--- src/rtl/fetch_controller.sv ---
// -----------------------------------------------------------------------------
// fetch_controller
//
// Purpose
//   Owns the program counter and drives a synchronous-read instruction memory.
//   The memory returns data one cycle after the address is presented. Each
//   fetched word is handed to the decoder with its PC over a valid/ready
//   handshake.
//
//   A 2-entry buffer holds words the decoder has not yet taken. A word that
//   returns from memory while the buffer is empty is presented to the decoder
//   in the same cycle. This gives one cycle from request to valid. If the
//   decoder does not take that word, it is written into the buffer.
//
//   A redirect does three things:
//     - clears the buffer,
//     - discards the word returning in that cycle,
//     - reloads the PC with the target.
//   The first request to the target is issued in the next cycle.
//
// Ports
//   i_clk, i_rst_n          clock; asynchronous active-low reset
//   i_en                    fetch enable (gates new requests only)
//   o_imem_req/o_imem_addr  memory read strobe and byte address
//   i_imem_rdata            word for the address requested last cycle
//   i_redirect_valid/_pc    restart fetch at the target (bits [1:0] ignored)
//   o_instr_valid/o_instr/o_instr_pc   head of the fetch stream
//   i_dec_ready             decoder takes the head this cycle
// -----------------------------------------------------------------------------
module fetch_controller #(
    parameter logic [31:0] RESET_PC = 32'h0000_0000,
    parameter logic [31:0] PC_STEP  = 32'd4
) (
    input  logic        i_clk,
    input  logic        i_rst_n,
    input  logic        i_en,
    output logic        o_imem_req,
    output logic [31:0] o_imem_addr,
    input  logic [31:0] i_imem_rdata,
    input  logic        i_redirect_valid,
    input  logic [31:0] i_redirect_pc,
    output logic        o_instr_valid,
    input  logic        i_dec_ready,
    output logic [31:0] o_instr,
    output logic [31:0] o_instr_pc
);

    typedef enum logic [1:0] {BOOT, RUN, FLUSH} state_t;

    state_t      state_reg;
    state_t      state_next;
    state_t      state;

    logic [31:0] pc_reg;
    logic        inflight_reg;
    logic [31:0] inflight_pc_reg;
    logic [1:0]  count_reg;
    logic [31:0] buf_instr_reg [2];
    logic [31:0] buf_pc_reg    [2];

    logic        buf_nonempty;
    logic        instr_valid;
    logic        pop;
    logic        buf_pop;
    logic        push;
    logic        issue;
    logic [2:0]  occupancy;
    logic [1:0]  wr_idx;

    // A redirect puts the FSM in FLUSH for the cycle in which it is asserted.
    // No request is made in that cycle. Back-to-back redirects keep it in
    // FLUSH. The registered state returns to RUN afterwards, so the target is
    // requested on the very next cycle.
    always_comb begin
        state      = i_redirect_valid ? FLUSH : state_reg;
        state_next = RUN;
        case (state)
            BOOT:    state_next = RUN;
            RUN:     state_next = RUN;
            FLUSH:   state_next = RUN;
            default: state_next = RUN;
        endcase
    end

    always_ff @(posedge i_clk or negedge i_rst_n) begin
        if (!i_rst_n) begin
            state_reg <= BOOT;
        end else begin
            state_reg <= state_next;
        end
    end

    always_comb begin
        buf_nonempty = (count_reg != 2'd0);
        // Visible entries are the buffered words plus the word returning now.
        instr_valid  = buf_nonempty || inflight_reg;
        pop          = instr_valid && i_dec_ready;
        buf_pop      = pop && buf_nonempty;
        // A returning word is written to the buffer unless one of these holds:
        //   - a redirect discards it,
        //   - it was presented straight to the decoder and taken.
        push         = inflight_reg && !i_redirect_valid && !(pop && !buf_nonempty);
        // Occupancy after this cycle's pop. A new request is allowed only if
        // its returning word will still fit.
        occupancy    = {1'b0, count_reg} + {2'b00, inflight_reg} - {2'b00, pop};
        issue        = (state == RUN) && i_en && (occupancy <= 3'd1);
        wr_idx       = count_reg - {1'b0, buf_pop};
    end

    assign o_imem_req    = issue;
    assign o_imem_addr   = pc_reg;
    assign o_instr_valid = instr_valid;
    assign o_instr       = !instr_valid ? 32'h0 :
                           (buf_nonempty ? buf_instr_reg[0] : i_imem_rdata);
    assign o_instr_pc    = !instr_valid ? 32'h0 :
                           (buf_nonempty ? buf_pc_reg[0] : inflight_pc_reg);

    always_ff @(posedge i_clk or negedge i_rst_n) begin
        if (!i_rst_n) begin
            pc_reg          <= RESET_PC;
            inflight_reg    <= 1'b0;
            inflight_pc_reg <= 32'h0;
        end else if (i_redirect_valid) begin
            pc_reg          <= {i_redirect_pc[31:2], 2'b00};
            inflight_reg    <= 1'b0;
        end else if (issue) begin
            pc_reg          <= pc_reg + PC_STEP;
            inflight_reg    <= 1'b1;
            inflight_pc_reg <= pc_reg;
        end else begin
            inflight_reg    <= 1'b0;
        end
    end

    always_ff @(posedge i_clk or negedge i_rst_n) begin
        if (!i_rst_n) begin
            count_reg <= 2'd0;
            for (int i = 0; i < 2; i++) begin
                buf_instr_reg[i] <= 32'h0;
                buf_pc_reg[i]    <= 32'h0;
            end
        end else if (i_redirect_valid) begin
            count_reg <= 2'd0;
        end else begin
            count_reg <= count_reg - {1'b0, buf_pop} + {1'b0, push};
            if (buf_pop) begin
                buf_instr_reg[0] <= buf_instr_reg[1];
                buf_pc_reg[0]    <= buf_pc_reg[1];
            end
            // This write comes after the shift. When a pop and a push happen
            // together with one entry held, the new word replaces the old head.
            if (push) begin
                buf_instr_reg[wr_idx[0]] <= i_imem_rdata;
                buf_pc_reg[wr_idx[0]]    <= inflight_pc_reg;
            end
        end
    end

endmodule

--- config.mk ---
export PLATFORM = sky130hd
export DESIGN_NAME = fetch_controller
export DESIGN_NICKNAME = d
export VERILOG_FILES = /design/src/rtl/fetch_controller.sv
export SDC_FILE = /design/constraint.sdc
export NUM_CORES = 1
export LEC_CHECK = 0
export CORE_ASPECT_RATIO = 0.75
export CORE_MARGIN = 1
export CORE_UTILIZATION = 25
export DETAILED_ROUTE_END_ITERATION = 10
export SLEW_MARGIN = 30
export SYNTH_ARGS = -nofsm -noshare
export SYNTH_HDL_FRONTEND = slang
export SYNTH_SLANG_ARGS = --single-unit
--- constraint.sdc ---
create_clock -name i_clk -period 6.1 [get_ports i_clk]
set_input_delay 1.525 -clock i_clk [delete_from_list [all_inputs] [get_ports i_clk]]
set_output_delay 1.525 -clock i_clk [all_outputs]
set_load 0.01 [all_outputs]
==> impl_metrics.ini <==
[power_and_ir_drop]
p_per_area_nw_per_um2 = 429
p_leak_nw = 5.05
vdd_drop_max_v = 0.000207

[floorplanning]
dieArea_um2 = 37600
boundaryPins = 167
start_util_pct = 25.6
core_area_um2 = 36000
die_w_um = 224
die_h_um = 168
rows = 60

[setup_path]
crit_type = input pin to output port
critPathArrivalTime_ns = 4.12
crit_path_max_fanout = 4
cp-end-kind = output port
start_kind = input pin
worstPathRequired_ns = 4.58

[synth]
syn_area_per_cell_um2 = 9.44
synth_cell_types = 44
syn_area_um2 = 9210
synth_area_leaders = dfrtp_1, nand2_1, mux2_2
ys_ff_latch = 190
netlist_top_cells_count = nand2_1, dfrtp_1, o21ai_0
yosysSeqAreaShare_pct = 51.6
synth-edff-count = 0
ys_warn_count = 0
ys_async_sr_fraction_pct = 100
ys.flop_type = dfrtp_1
yosysTopAreaCell = dfrtp_1
synth_top_cell_area_share_pct = 51.6
syn_inst = 976
synth_most_common_cell = nand2_1

[cts]
post_cts_buffers = 0
insertion_delay_ns = 0.44
cts.sinks = 190
cts_tree = done
h-tree-depth = 4
cts_made_buffers = 17
ctsResizeCount = 0
root_buffer = clkbuf_16
cts.path.max_buffers = 2
cts-hold-fix-buffers = 0
cts.clk_slew.worst_paths_ns = 0.07

[sta]
setup_violations = 0
worstMarginPinSlew_ns = 0.893
timing.final.max_slew_violations = 0
fin_skew_ns = 0.0120
finalHoldViolCount = 0
tns_ns = 0
slew_headroom_pct = 40.5
rsz0062_at_grt = false
finalCritPeriodShare_pct = 92.5
fmax_ghz = 0.177
period_needed_ns = 5.64

[route]
drt-pass1-iter-count = 5
drc = 0
vias_per_cell = 4.68
wl_mm = 26.2
wl_per_cell_um = 16.6
drtAntennaViolNets = 0
via_count = 7393
initialDrtViolationCount = 377

[global_route]
grtUsageTotal_pct = 14.5
grt_pass1_wl_mm = 42.7
grt_max_degree = 91
antenna_found_initial = 0
grt_overflow = 0
grt_pass1_vias = 7493

[layout]
final_layout_size_suffix_gt1_share_pct = 10.4
largest_register_ffs = 64
diodes = 0
syn2layout_area_growth_pct = 29.2
finalInstanceArea_um2 = 11900
layout.nets = 1177

[flow_run]
maxCapViolations = 0

[hold_path]
hold_path.class = flop to flop

[placed_design]
place_area_um2 = 11300
hpwl_mm = 16.7
gp_congestion = 0.826
portBuffers = 162

[run_status]
status = complete, no violations
## cells in the final DEF, fill, tap and decap left out, types with 4 or more instances in the layout
cell | Yosys | final
clkdlybuf4s50_1 | 0 | 161
a21oi_1 | 67 | 67
nand4_1 | 7 | 7
dfrtp_1 | 190 | 189
o21ai_0 | 77 | 77
inv_1 | 10 | 10
nor2_1 | 75 | 74
and3_1 | 9 | 8
mux2i_1 | 63 | 63
ha_1 | 5 | 5
and2_1 | 7 | 6
buf_4 | 2 | 7
nand2_1 | 250 | 248
o311ai_0 | 11 | 11
buf_12 | 0 | 4
nand3_1 | 21 | 21
or4_1 | 7 | 7
mux2_2 | 62 | 62
inv_6 | 0 | 5
clkbuf_16 | 0 | 17
o211ai_1 | 10 | 10
## worst max-delay path, cell delays in order
cell             delay, ns
clkdlybuf4s50_1       0.50
and2_1                0.19
ha_1                  0.27
inv_1                 0.06
ha_1                  0.13
inv_1                 0.05
fa_1                  0.47
and4b_1               0.23
nand2_2               0.06
inv_1                 0.09
clkdlybuf4s50_1       0.54
## path summary, 6_finish.rpt
path	startpoint	to	slack, ns	cells past startpoint
worst min register to register	buf_pc_reg[22]	buf_pc_reg[22]	0.51	1
min in group asynchronous	i_rst_n	buf_pc_reg[23]	1.11	1
worst max-delay path	i_dec_ready	o_imem_req	0.46	11
worst max register to register	count_reg[1]	o_imem_addr[31]	2.23	14
worst min-delay path	buf_pc_reg[22]	buf_pc_reg[22]	0.51	1
max in group asynchronous	i_rst_n	buf_instr_reg[10]	3.70	2
## stage by stage
step | power [W] | worst slack, ns | hold slack [ns] | instances | utilization, %
2_1_floorplan | 0.00308 | 1.04 | 0.478 | 977 | -
4_1_cts | 0.00516 | 0.476 | 0.512 | 1579 | 33.0
5_1_grt | 0.00549 | 0.287 | 0.527 | 1580 | 33.0
3_3_place_gp | 0.00395 | 0.431 | 0.489 | 1545 | 31.2
3_5_place_dp | 0.00400 | 0.475 | 0.495 | 1547 | 31.4
6_report | 0.00510 | 0.455 | 0.508 | 1580 | 33.0
## logic make-up after synthesis
family | synth area share (%)
XOR/XNOR | 0.476
other | 0.0816
buffers and inverters | 3.52
adder cells (fa/ha/maj) | 0.897
AND/OR/NAND/NOR | 18.0
flip-flops | 51.6
AO/OA/AOI/OAI | 10.9
multiplexers | 14.4
## final cells by class
| type | instances | area [um2] |
|---|---|---|
| multi-input combinational | 709 | 4160 |
| clock inverter | 12 | 123 |
| fill | 3700 | 24100 |
| timing repair buffer | 174 | 1790 |
| inverter | 10 | 37.5 |
| clock buffer | 20 | 457 |
| sequential | 190 | 4760 |
| tap | 465 | 582 |
## power breakdown
| part | leakage (nW) | total, W | internal, W | switching (W) |
|---|---|---|---|---|
| clock network | 0.286 | 0.00113 | 0.000597 | 0.000529 |
| registers | 2.46 | 0.00202 | 0.00169 | 0.000334 |
| logic | 2.30 | 0.00195 | 0.000925 | 0.00103 |
| total | 5.05 | 0.00510 | 0.00321 | 0.00189 |
## routing by layer
layer  part of all wire, %  up-vias  global-route usage [%]
met3                   3.4       23                    3.00
met1                    49     3668                    20.2
met4                   1.4        0                    4.11
met5                     0        -                       0
li1                      -     3586                       -
met2                    46      116                    22.7
(Power assumes the default switching activity.)
